**src/rtl/fetch_unit_pkg.sv**
```systemverilog
// -----------------------------------------------------------------------------
// fetch_unit_pkg
// Shared definitions for the instruction fetch unit.
//   fetch_state_t : fetch controller FSM state encodings
//   NOP_INST      : instruction word shown at ir_inst while the queue is empty
//   fq_entry_t    : one instruction queue entry {fetch address, instruction}
//   word_align()  : clears address bits [1:0]
// -----------------------------------------------------------------------------
package fetch_unit_pkg;

   typedef enum logic [1:0] {
      ST_FETCH   = 2'b00,   // a request may be issued
      ST_FULL    = 2'b01,   // queue holds QDEPTH entries, no request
      ST_DISCARD = 2'b10    // a stale request is outstanding, its response is dropped
   } fetch_state_t;

   localparam logic [31:0] NOP_INST = 32'h0000_0013;

   typedef struct packed {
      logic [31:0] pc;
      logic [31:0] inst;
   } fq_entry_t;

   function automatic logic [31:0] word_align(input logic [31:0] addr);
      return addr & ~32'd3;
   endfunction

endpackage

```
**src/rtl/fetch_unit_if.sv**
```systemverilog
// -----------------------------------------------------------------------------
// fetch_unit_if
// Bundles the instruction-memory bus, the redirect input and the decode-side
// instruction register handshake of the fetch unit.
//   master : the fetch unit (drives imem_req/imem_aout and ir_*)
//   slave  : memory + pipeline side (drives imem_rvalid/imem_din, redirect*, ir_ready)
// -----------------------------------------------------------------------------
interface fetch_unit_if;

   logic        imem_req;
   logic [31:0] imem_aout;
   logic        imem_rvalid;
   logic [31:0] imem_din;
   logic        redirect;
   logic [31:0] redirect_pc;
   logic        ir_ready;
   logic        ir_valid;
   logic [31:0] ir_inst;
   logic [31:0] ir_pc;

   modport master (
      output imem_req, imem_aout, ir_valid, ir_inst, ir_pc,
      input  imem_rvalid, imem_din, redirect, redirect_pc, ir_ready
   );

   modport slave (
      input  imem_req, imem_aout, ir_valid, ir_inst, ir_pc,
      output imem_rvalid, imem_din, redirect, redirect_pc, ir_ready
   );

endinterface

```
**src/rtl/fetch_queue.sv**
```systemverilog
// -----------------------------------------------------------------------------
// fetch_queue
// Circular instruction queue of QDEPTH entries (power of two).
//   i_clk    : clock
//   i_rst_n  : synchronous active-low reset (empties the queue)
//   i_push   : write i_entry at the tail (caller guarantees not full)
//   i_pop    : drop the head entry (caller guarantees not empty)
//   i_flush  : empty the queue; dominates push and pop
//   i_entry  : entry to write
//   o_valid  : queue not empty
//   o_entry  : head entry (meaningful only while o_valid)
//   o_count  : number of stored entries
// -----------------------------------------------------------------------------
module fetch_queue
   import fetch_unit_pkg::*;
#(
   parameter int QDEPTH = 2
) (
   input  logic                       i_clk,
   input  logic                       i_rst_n,
   input  logic                       i_push,
   input  logic                       i_pop,
   input  logic                       i_flush,
   input  fq_entry_t                  i_entry,
   output logic                       o_valid,
   output fq_entry_t                  o_entry,
   output logic [$clog2(QDEPTH):0]    o_count
);

   localparam int PTR_W = $clog2(QDEPTH);

   fq_entry_t           r_mem [QDEPTH];
   logic [PTR_W-1:0]    r_rd;
   logic [PTR_W-1:0]    r_wr;
   logic [PTR_W:0]      r_cnt;

   // Pointers wrap naturally because QDEPTH is a power of two.
   always_ff @(posedge i_clk) begin
      if (!i_rst_n || i_flush) begin
         r_rd  <= '0;
         r_wr  <= '0;
         r_cnt <= '0;
      end else begin
         if (i_push) r_wr <= r_wr + 1'b1;
         if (i_pop)  r_rd <= r_rd + 1'b1;
         case ({i_push, i_pop})
            2'b10:   r_cnt <= r_cnt + 1'b1;
            2'b01:   r_cnt <= r_cnt - 1'b1;
            default: r_cnt <= r_cnt;
         endcase
      end
   end

   // Storage is not reset; o_valid gates its use.
   always_ff @(posedge i_clk) begin
      if (i_push) r_mem[r_wr] <= i_entry;
   end

   assign o_valid = (r_cnt != '0);
   assign o_entry = r_mem[r_rd];
   assign o_count = r_cnt;

endmodule

```
**src/rtl/fetch_unit.sv**
```systemverilog
// -----------------------------------------------------------------------------
// fetch_unit
// Instruction fetch: issues one word fetch at a time, queues returned words
// with their addresses and presents the queue head to decode. A redirect
// flushes the queue and restarts fetching at the new target; a response to a
// request issued before the redirect is dropped.
//   clock : sole clock, rising edge
//   reset : synchronous, active-low
//   bus   : fetch_unit_if.master (imem_*, redirect*, ir_*)
// Parameters: RESET_PC (first fetch address), QDEPTH (queue depth, 2 or 4).
// -----------------------------------------------------------------------------
module fetch_unit
   import fetch_unit_pkg::*;
#(
   parameter logic [31:0] RESET_PC = 32'h0000_0000,
   parameter int          QDEPTH   = 2
) (
   input  logic            clock,
   input  logic            reset,
   fetch_unit_if.master    bus
);

   localparam int CNT_W = $clog2(QDEPTH) + 1;

   fetch_state_t        r_state;
   logic [31:0]         r_addr;     // address being / to be requested
   logic [31:0]         r_tgt;      // redirect target parked during DISCARD
   logic                r_req;

   fetch_state_t        w_nxt_state;
   logic [31:0]         w_nxt_addr;
   logic [31:0]         w_nxt_tgt;
   logic                w_push;
   logic                w_flush;
   logic                w_done;
   logic                w_pop;
   logic                w_last_slot;
   logic                w_q_valid;
   fq_entry_t           w_q_head;
   fq_entry_t           w_q_wdata;
   logic [CNT_W-1:0]    w_count;
   logic [31:0]         w_redir_addr;

   assign w_done       = r_req && bus.imem_rvalid;
   assign w_pop        = w_q_valid && bus.ir_ready;
   assign w_last_slot  = (w_count == CNT_W'(QDEPTH - 1));
   assign w_redir_addr = word_align(bus.redirect_pc);
   assign w_q_wdata    = '{pc: r_addr, inst: bus.imem_din};

   always_comb begin
      w_nxt_state = r_state;
      w_nxt_addr  = r_addr;
      w_nxt_tgt   = r_tgt;
      w_push      = 1'b0;
      w_flush     = 1'b0;
      case (r_state)
         ST_FETCH: begin
            if (bus.redirect) begin
               w_flush = 1'b1;
               // An in-flight request must run to completion at its old
               // address; park the target until its response is dropped.
               if (r_req && !w_done) begin
                  w_nxt_state = ST_DISCARD;
                  w_nxt_tgt   = w_redir_addr;
               end else begin
                  w_nxt_addr  = w_redir_addr;
               end
            end else if (w_done) begin
               w_push     = 1'b1;
               w_nxt_addr = r_addr + 32'd4;
               if (w_last_slot && !w_pop) w_nxt_state = ST_FULL;
            end
         end
         ST_FULL: begin
            if (bus.redirect) begin
               w_flush     = 1'b1;
               w_nxt_addr  = w_redir_addr;
               w_nxt_state = ST_FETCH;
            end else if (w_pop) begin
               w_nxt_state = ST_FETCH;
            end
         end
         ST_DISCARD: begin
            if (bus.redirect) begin
               w_flush   = 1'b1;
               w_nxt_tgt = w_redir_addr;
            end
            if (w_done) begin
               w_nxt_state = ST_FETCH;
               w_nxt_addr  = bus.redirect ? w_redir_addr : r_tgt;
            end
         end
         default: begin
            w_nxt_state = ST_FETCH;
         end
      endcase
   end

   // The request is registered so it first rises the cycle after reset is
   // released, and stays up in FETCH/DISCARD until a completion.
   always_ff @(posedge clock) begin
      if (!reset) begin
         r_state <= ST_FETCH;
         r_addr  <= RESET_PC;
         r_tgt   <= RESET_PC;
         r_req   <= 1'b0;
      end else begin
         r_state <= w_nxt_state;
         r_addr  <= w_nxt_addr;
         r_tgt   <= w_nxt_tgt;
         r_req   <= (w_nxt_state != ST_FULL);
      end
   end

   fetch_queue #(
      .QDEPTH (QDEPTH)
   ) u_queue (
      .i_clk   (clock),
      .i_rst_n (reset),
      .i_push  (w_push),
      .i_pop   (w_pop && !w_flush),
      .i_flush (w_flush),
      .i_entry (w_q_wdata),
      .o_valid (w_q_valid),
      .o_entry (w_q_head),
      .o_count (w_count)
   );

   assign bus.imem_req  = r_req;
   assign bus.imem_aout = r_addr;
   assign bus.ir_valid  = w_q_valid;
   assign bus.ir_inst   = w_q_valid ? w_q_head.inst : NOP_INST;
   assign bus.ir_pc     = w_q_valid ? w_q_head.pc   : 32'h0000_0000;

endmodule
```
**src/flat_wrapper.sv**
```systemverilog
// flat-port wrapper written by rule: the top's interface ports become plain ports
module fetch_unit_flat import fetch_unit_pkg::*;
#(
   parameter logic [31:0] RESET_PC = 32'h0000_0000,
   parameter int          QDEPTH   = 2
)
  (clock, reset, bus_imem_req, bus_imem_aout, bus_ir_valid, bus_ir_inst, bus_ir_pc, bus_imem_rvalid, bus_imem_din, bus_redirect, bus_redirect_pc, bus_ir_ready);
  fetch_unit_if bus_i ();
  input  logic clock;
  input  logic reset;
  output wire logic [$bits(bus_i.imem_req)-1:0] bus_imem_req;
  output wire logic [$bits(bus_i.imem_aout)-1:0] bus_imem_aout;
  output wire logic [$bits(bus_i.ir_valid)-1:0] bus_ir_valid;
  output wire logic [$bits(bus_i.ir_inst)-1:0] bus_ir_inst;
  output wire logic [$bits(bus_i.ir_pc)-1:0] bus_ir_pc;
  input wire logic [$bits(bus_i.imem_rvalid)-1:0] bus_imem_rvalid;
  input wire logic [$bits(bus_i.imem_din)-1:0] bus_imem_din;
  input wire logic [$bits(bus_i.redirect)-1:0] bus_redirect;
  input wire logic [$bits(bus_i.redirect_pc)-1:0] bus_redirect_pc;
  input wire logic [$bits(bus_i.ir_ready)-1:0] bus_ir_ready;
  assign bus_imem_req = bus_i.imem_req;
  assign bus_imem_aout = bus_i.imem_aout;
  assign bus_ir_valid = bus_i.ir_valid;
  assign bus_ir_inst = bus_i.ir_inst;
  assign bus_ir_pc = bus_i.ir_pc;
  assign bus_i.imem_rvalid = bus_imem_rvalid;
  assign bus_i.imem_din = bus_imem_din;
  assign bus_i.redirect = bus_redirect;
  assign bus_i.redirect_pc = bus_redirect_pc;
  assign bus_i.ir_ready = bus_ir_ready;
  fetch_unit #(.RESET_PC(RESET_PC), .QDEPTH(QDEPTH)) u_core (.clock(clock), .reset(reset), .bus(bus_i));
endmodule
```
**config.mk**
```make
export PLATFORM = sky130hd
export DESIGN_NAME = fetch_unit_flat
export DESIGN_NICKNAME = d
export VERILOG_FILES = /design/src/rtl/fetch_unit_pkg.sv /design/src/rtl/fetch_unit_if.sv /design/src/rtl/fetch_queue.sv /design/src/rtl/fetch_unit.sv /design/src/flat_wrapper.sv
export SDC_FILE = /design/constraint.sdc
export NUM_CORES = 1
export LEC_CHECK = 0
export CAP_MARGIN = 20
export CORE_ASPECT_RATIO = 1.25
export CORE_MARGIN = 5
export CORE_UTILIZATION = 45
export CTS_CLUSTER_SIZE = 40
export DETAILED_ROUTE_END_ITERATION = 8
export HOLD_SLACK_MARGIN = 0.05
export MAX_ROUTING_LAYER = met4
export PLACE_DENSITY = 0.75
export SETUP_SLACK_MARGIN = 0.5
export SLEW_MARGIN = 20
export SYNTH_ARGS = -nofsm -noshare
export SYNTH_HDL_FRONTEND = slang
export SYNTH_SLANG_ARGS = --single-unit
```
**constraint.sdc**
```tcl
create_clock -name clock -period 5.6 [get_ports clock]
set_input_delay 0.56 -clock clock [delete_from_list [all_inputs] [get_ports clock]]
set_output_delay 0.56 -clock clock [all_outputs]
set_load 0.05 [all_outputs]
```
==> Yosys cells after proc, flatten, opt, wreduce, memory -nomap -nowiden <==
Memory sizes are Yosys's and may differ from the RTL's. A register that Yosys moved wholly into a read port is not among the register bits.
Index checks and enable logic that the tools add are counted.
{ "word_totals": {"memories": 1, "input_bits": 69, "regBits": 71, "mem_bits_rw": 128, "mem_bits_ro": 0, "out_inout_bits": 98, "latch_bits": 0} }
{ "memory_table": {"columns": ["memory", "depth", "word_bits", "read_ports", "rd_clocked_by_memory_dff", "write_ports", "line", "text"], "rows": [
  ["u_core.u_queue.r_mem", 2, 64, 1, 1, 1, "fetch_queue.sv:32", "fq_entry_t r_mem [QDEPTH];"]
]} }
{ "op_classes": {"multipliers": 0, "n_eq_ne": 12, "bitwise": 0, "div": 0, "addsub": 5, "muxes": 30, "n_reduce_logical": 18, "shift": 0, "n_lt_le_gt_ge": 0} }
{ "op_table": {"columns": ["op", "count"], "rows": [
  ["two-way mux 32 bit", 10],
  ["case mux 32 bit (3 select lines)", 1],
  ["case mux 32 bit (2 select lines)", 1],
  ["adder 32 x 3 -> 32 bit (second input constant)", 1],
  ["two-way mux 2 bit", 7],
  ["two-way mux 1 bit", 9],
  ["equality test 2 x 1 -> 1 bit (second input constant)", 3],
  ["inequality test 2 x 1 -> 1 bit (second input constant)", 3],
  ["case mux 2 bit (3 select lines)", 1],
  ["nonzero test 2 bit", 3],
  ["logical AND 1 bit", 5],
  ["AND reduction 5 bit", 1],
  ["equality test 2 bit (second input constant)", 2],
  ["zero test 1 bit", 4],
  ["inequality test 2 bit (second input constant)", 2],
  ["case mux 2 bit (2 select lines)", 1],
  ["inequality test 3 x 2 -> 1 bit (second input constant)", 1],
  ["inequality test 3 bit (second input constant)", 1],
  ["AND reduction 3 bit", 1],
  ["nonzero test 3 bit", 1],
  ["OR reduction 3 bit", 1],
  ["adder 1 bit (second input constant)", 2],
  ["adder 2 x 1 -> 2 bit (second input constant)", 1],
  ["zero test 2 bit", 1],
  ["other kinds (2)", 2]
]} }

==> Logic depth before layout (Yosys ltp) <==
{ "logic_depth": {"depth_word": 9, "ltp_mapped": 10, "mapped_depth_nobuf": 8} }

==> By module <==
From an unflattened synthesis, not the netlist that was laid out.
{ "hier_totals": {"cells_unflattened": 824, "area_unflattened_um2": 9248.9} }
{ "by_module_without_submodules": {"columns": ["mod", "cells_each", "area_per_inst_um2", "n_inst"], "rows": [
  ["fetch_queue", 221, 4819.6, 1],
  ["fetch_unit", 603, 4429.2, 1]
]} }

==> Worst setup path after synthesis <==
OpenSTA, ideal clock, no wires.
{ "synth_timing": {"path_type": "in2reg", "start": "input bus_redirect", "end": "memory u_core.u_queue.r_mem[0][0] in the netlist's numbering (enable)", "path_stages": 6, "setup_slack_ps": 1076, "t_arrival_ps": 4038, "setup_ps": 486, "cell_sequence": "buf_2 clkbuf_1 buf_1 nor2_1 nand2_1 nor2_1"} }
{ "synth_via": {"elab_chain_cells": 4} }
{ "synth_lines": {"columns": ["element", "line", "text"], "rows": [
  ["start: declaration", "flat_wrapper.sv:18", "input wire logic [$bits(bus_i.redirect)-1:0] bus_redirect;"],
  ["two-way mux 1 bit", "fetch_unit.sv:58", "if (bus.redirect) begin"],
  ["two-way mux 1 bit", "fetch_unit.sv:56", "case (r_state)"],
  ["two-way mux 1 bit", "fetch_queue.sv:56", "if (i_push) r_mem[r_wr] <= i_entry;"],
  ["two-way mux 1 bit (implied by the code)", "fetch_queue.sv:56", null],
  ["end: declaration", "fetch_queue.sv:32", null]
]} }
No other way between the ends.

==> results by stage <==
Power and ir drop:
- The worst voltage drop across the vdd grid is 0.207 mV.
- For this design the ratio of total power to cell area is between 300 and 400 nW/um^2.
- The reported leakage power is 3.89 nW.
- In this run the power spent charging and discharging nets is roughly 0.00090 W.
- The internal power is 0.00252 W.
- The share of total power in the clock network is 36.5%.
- The combinational power share is approximately 14%.
- The overall power of the completed layout is 0.00342 W.
- The register share of total power is 49.2%.
- Of the total power, the share spent switching nets is 26.3%.

Synth:
- The dominant cell type by area after synthesis is sky130_fd_sc_hd__edfxtp_1.
- Counting flops and latches in the post-synthesis netlist gives 200.
- During synthesis, Yosys emitted a total of 0 warnings.
- The number of synthesized flops with an enable pin is approximately 130.
- The average size of a mapped cell is 11.5 sq um.
- The post-synthesis net count is 843.
- The proportion of netlist area held by the largest area contributor is 43.4%.
- In the post-synthesis netlist, the biggest area contributors are sky130_fd_sc_hd__edfxtp_1 43%, sky130_fd_sc_hd__dfxtp_1 16%, sky130_fd_sc_hd__mux2i_1 11%, sky130_fd_sc_hd__nor2_1 4.8%, sky130_fd_sc_hd__a21oi_1 2.5%.
- The count of distinct cell types in the synthesized netlist is 64.
- The dominant register cell in the synthesized netlist is sky130_fd_sc_hd__edfxtp_1.
- In the synthesized netlist the async set-or-reset flop fraction comes to 0%.
- The number of instances in the synthesized netlist is 766.
- The fraction of the yosys area taken by sequential cells is 59.7%.
- In this run the cell area of the synthesized design comes to 8850 sq um.

Clocking:
- The number of hold-repair buffers added at the cts stage is 0.
- Clock latency on the worst-skew pair, taken at its later pin, is 420 ps.
- The clock buffer count from CTS is 17.
- The number of clock sinks is 200.
- After clock tree synthesis, the clock-pin slew on the worst setup and hold paths is 70 ps.
- After clock tree synthesis, the setup repair step added 0 buffers.
- In this run the clock root is driven by a sky130_fd_sc_hd__clkbuf_16.
- The clock tree from TritonCTS is built.
- The worst-case clock buffer depth is 2.
- The H-tree was split into 4 levels.
- The total of cells resized after clock tree synthesis is 0.

Setup path:
- The cell at the slowest stage of the critical path is sky130_fd_sc_hd__clkdlybuf4s50_1.
- The nature of the critical path endpoint is a primary output.
- The maximum fanout encountered on the critical timing path is 41.
- The register-to-register setup slack is between 2000 and 3000 ps.
- In this run the critical register-to-register path is launched from u_core.r_state[0]$_SDFF_PN0_.
- Measured in cells, the most critical reg-to-reg path has a length of 7.
- In this design, the stage delay of the slowest critical-path cell is 830 ps.
- The signal on the critical path passes through buf_4 -> mux2i_1 -> nor2_1 -> clkdlybuf4s50_1.
- The critical path is of the register to primary output type.
- In this run the critical register-to-register path is captured at u_core.bus.imem_aout[25]$_SDFFE_PN0P_.
- The kind of start point of the critical path is a register.
- At the worst endpoint, the required time is approximately 5000 ps.
- The endpoint arrival time on the critical path is 2920 ps.

Timing:
- The normalized max-slew margin is 28.8%.
- The maximum frequency from static timing analysis is 0.287 GHz.
- The final count of negative-setup-slack endpoints is 0.
- The actual slew at the worst max-slew pin is 1060 ps.
- The part of the cycle the worst path needs is 62.2%.
- Setup repair after global routing left no endpoint under its margin.
- Subtracting the final worst setup slack from the clock period gives 3480 ps.
- The worst hold slack after final layout is 474 ps.
- The number of pins exceeding their max-slew limit in the final report was 0.
- The hold violation count in the final report is 0.
- The clock skew after layout is a little over 10 ps.
- The setup TNS is 0 ps.

Global routing:
- The initial antenna violation count is 0.
- The overflow left after global routing is 0.
- Global routing consumed, on the met3 layer, 3.89% of the routing resources.
- The global routing met1 resource utilization is 24.2%.
- The first global-routing pass estimated 34.0 mm of wire.
- After global routing, the most crowded layer is met2.
- Global routing used 19.2% of the available tracks.
- The number of global-route vias before repair is 6451.
- For met2 alone, demand over resource in global routing was a little under a third.
- The maximum number of pins on one net before global-route repair is 65.

Hold path:
- In this run the most critical hold path is launched from u_core.bus.imem_aout[1]$_SDFFE_PN0P_.
- The worst hold path was traced through 0 stages.
- The type of the worst min-delay path is register to register.
- For hold timing, the worst endpoint is u_core.u_queue.r_mem[0][33]$_DFFE_PP_.

Route:
- In this run, the number of DRC markers left after iteration 0 of detailed routing was 538.
- The residual DRC count is 0.
- The final antenna-violating net count is 0.
- In the final routed layout, each cell accounts on average for around 18 um.
- The pre-antenna-repair detailed-routing pass consisted of 5 iterations.
- Dividing the detail-routed via count by the number of cells gives 5.43.
- The final wirelength is 20.8 mm.
- The routed via count is 6436.

Finish:
- Compared with the post-synthesis result, the final layout area differs by 27.7%.
- The post-layout net count is 984.
- The layout cell share with drive strength beyond 1 is 6.20%.
- The diode insertion count for antenna repair is 0.
- The cell area after layout is 11300 sq um.

Die:
- The height of the die is between 150 and 200 um.
- The die area is 22600 sq um.
- The initial cell density of the core is 45.6%.
- The total core area is 19400 sq um.
- From left edge to right edge, the die measures 135 um.
- In this run the core area contains between 50 and 60 standard-cell rows.
- Pin placement for this block handled 167 I/O pins.

Place:
- The placement-stage cell area is 10700 sq um.
- The half-perimeter wire length after detailed placement is approximately 14 mm.
- During placement, the flow inserted port buffers numbering 164.
- The weighted congestion reported at the end of routability-driven placement is around 0.89.

Flow run:
- Across the run, the number of max-cap violations was 0.

Run status:
- The flow ran to the end, and the final reports show no timing, DRC or antenna violations.
==> worst max-delay path by stage <==
stage | from | to | slack (ps) | depth (start not counted)
2_1_floorplan | bus_redirect | u_core.u_queue.r_mem[0][0]$_DFFE_PP_ | 1080 | 6
3_3_place_gp | bus_redirect | u_core.bus.imem_aout[25]$_SDFFE_PN0P_ | 2310 | 6
3_5_place_dp | bus_redirect | u_core.bus.imem_aout[25]$_SDFFE_PN0P_ | 2220 | 6
4_1_cts | register | bus_ir_pc[25] | 2070 | 4
5_1_grt | register | bus_ir_pc[12] | 1980 | 4
6_report | register | bus_ir_pc[25] | 2120 | 4
==> metrics by stage <==
| step | worst slack, ps | util [%] | std cells |
|---|---|---|---|
| floorplan | 1080 | - | 766 |
| global placement | 2310 | 55.1 | 1153 |
| detailed placement | 2220 | 55.1 | 1153 |
| CTS | 2070 | 58.2 | 1185 |
| global route | 1980 | 58.2 | 1185 |
| finish | 2120 | 58.2 | 1185 |
==> critical path: cells and delay by family, from the launching register on <==
| family | cells | cell delay, ps |
|---|---|---|
| simple gates | 1 | 160 |
| mux | 1 | 130 |
| flops | 1 | 800 |
| buf+inv | 2 | 1340 |
==> cells by family (layout without fill, tap and decap cells) <==
logic type / Yosys count / in the layout / synth area share [%]
and+or+nand+nor: 240 / 240 / 12.7
DFF: 200 / 200 / 59.7
AOI/OAI and AO/OA: 146 / 146 / 11.1
muxes: 103 / 103 / 11.7
buffers and inverters: 60 / 214 / 2.70
xor gates and xnor gates: 9 / 9 / 0.891
adders and majority gates: 8 / 8 / 1.13
==> layout by cell type (no fill, tap or decap), drive strengths merged, types with 5 or more instances in the layout <==
master         instances
clkdlybuf4s50        164
edfxtp               128
nor2                 114
mux2i                 99
dfxtp                 72
a21oi                 44
nand2                 43
o21ai                 26
nand3                 18
clkbuf                18
inv                   14
nor3                  11
a22o                  10
a22oi                 10
and2                   9
nand4                  9
buf                    8
and3                   8
ha                     8
nor2b                  7
nor4                   7
a21o                   6
xor2                   5
o31a                   5
clkinv                 5
==> synth_stat cells (5+ instances only) <==
library cell and number:
sky130_fd_sc_hd__a21o_1 6, sky130_fd_sc_hd__mux2i_1 99, sky130_fd_sc_hd__clkbuf_1 33, sky130_fd_sc_hd__buf_1 6, sky130_fd_sc_hd__and3_1 8, sky130_fd_sc_hd__nor2_1 114
sky130_fd_sc_hd__edfxtp_1 128, sky130_fd_sc_hd__a21oi_1 44, sky130_fd_sc_hd__buf_2 11, sky130_fd_sc_hd__a22oi_1 10, sky130_fd_sc_hd__nand3_1 18, sky130_fd_sc_hd__and2_1 8
sky130_fd_sc_hd__ha_1 8, sky130_fd_sc_hd__dfxtp_1 72, sky130_fd_sc_hd__nor4_1 6, sky130_fd_sc_hd__xor2_1 5, sky130_fd_sc_hd__nand2_1 43, sky130_fd_sc_hd__nor3_1 11
sky130_fd_sc_hd__nor2b_1 7, sky130_fd_sc_hd__a22o_1 10, sky130_fd_sc_hd__nand4_1 8, sky130_fd_sc_hd__inv_1 9, sky130_fd_sc_hd__o31a_1 5, sky130_fd_sc_hd__o21ai_0 25
==> final cells by class <==
class	count	area (sq um)
fillers	1648	8100
flip-flops and latches	200	5290
multi-input cells	506	3340
repair buffers	172	1700
clock buffers	18	429
well taps	265	332
clock inverters	14	170
inverters	10	37.5
==> power by group through the flow <==
stage / Clock [W] / Combinational, W / Sequential, W
2_1_floorplan: 0 / 0.000244 / 0.00177
3_3_place_gp: 0 / 0.000480 / 0.00171
3_5_place_dp: 0 / 0.000487 / 0.00172
4_1_cts: 0.00127 / 0.000489 / 0.00168
5_1_grt: 0.00134 / 0.000521 / 0.00169
6_report: 0.00125 / 0.000486 / 0.00168
==> state kept, by name (all words and copies together), names as in the netlist, named ones only <==
register	cells
u_core.u_queue.o_count	2
u_core.r_tgt	32
u_core.u_queue.r_wr	1
u_core.bus.imem_req	1
u_core.u_queue.r_rd	1
u_core.r_state	2
u_core.u_queue.r_mem	128
u_core.bus.imem_aout	32
==> layer usage <==
metal | share of wire [%] | vias to the layer above
met5 | 0 | -
met4 | 2.3 | 0
met3 | 5.7 | 33
met2 | 50 | 215
met1 | 42 | 3071
li1 | - | 3117
(Power assumes the default switching activity.)
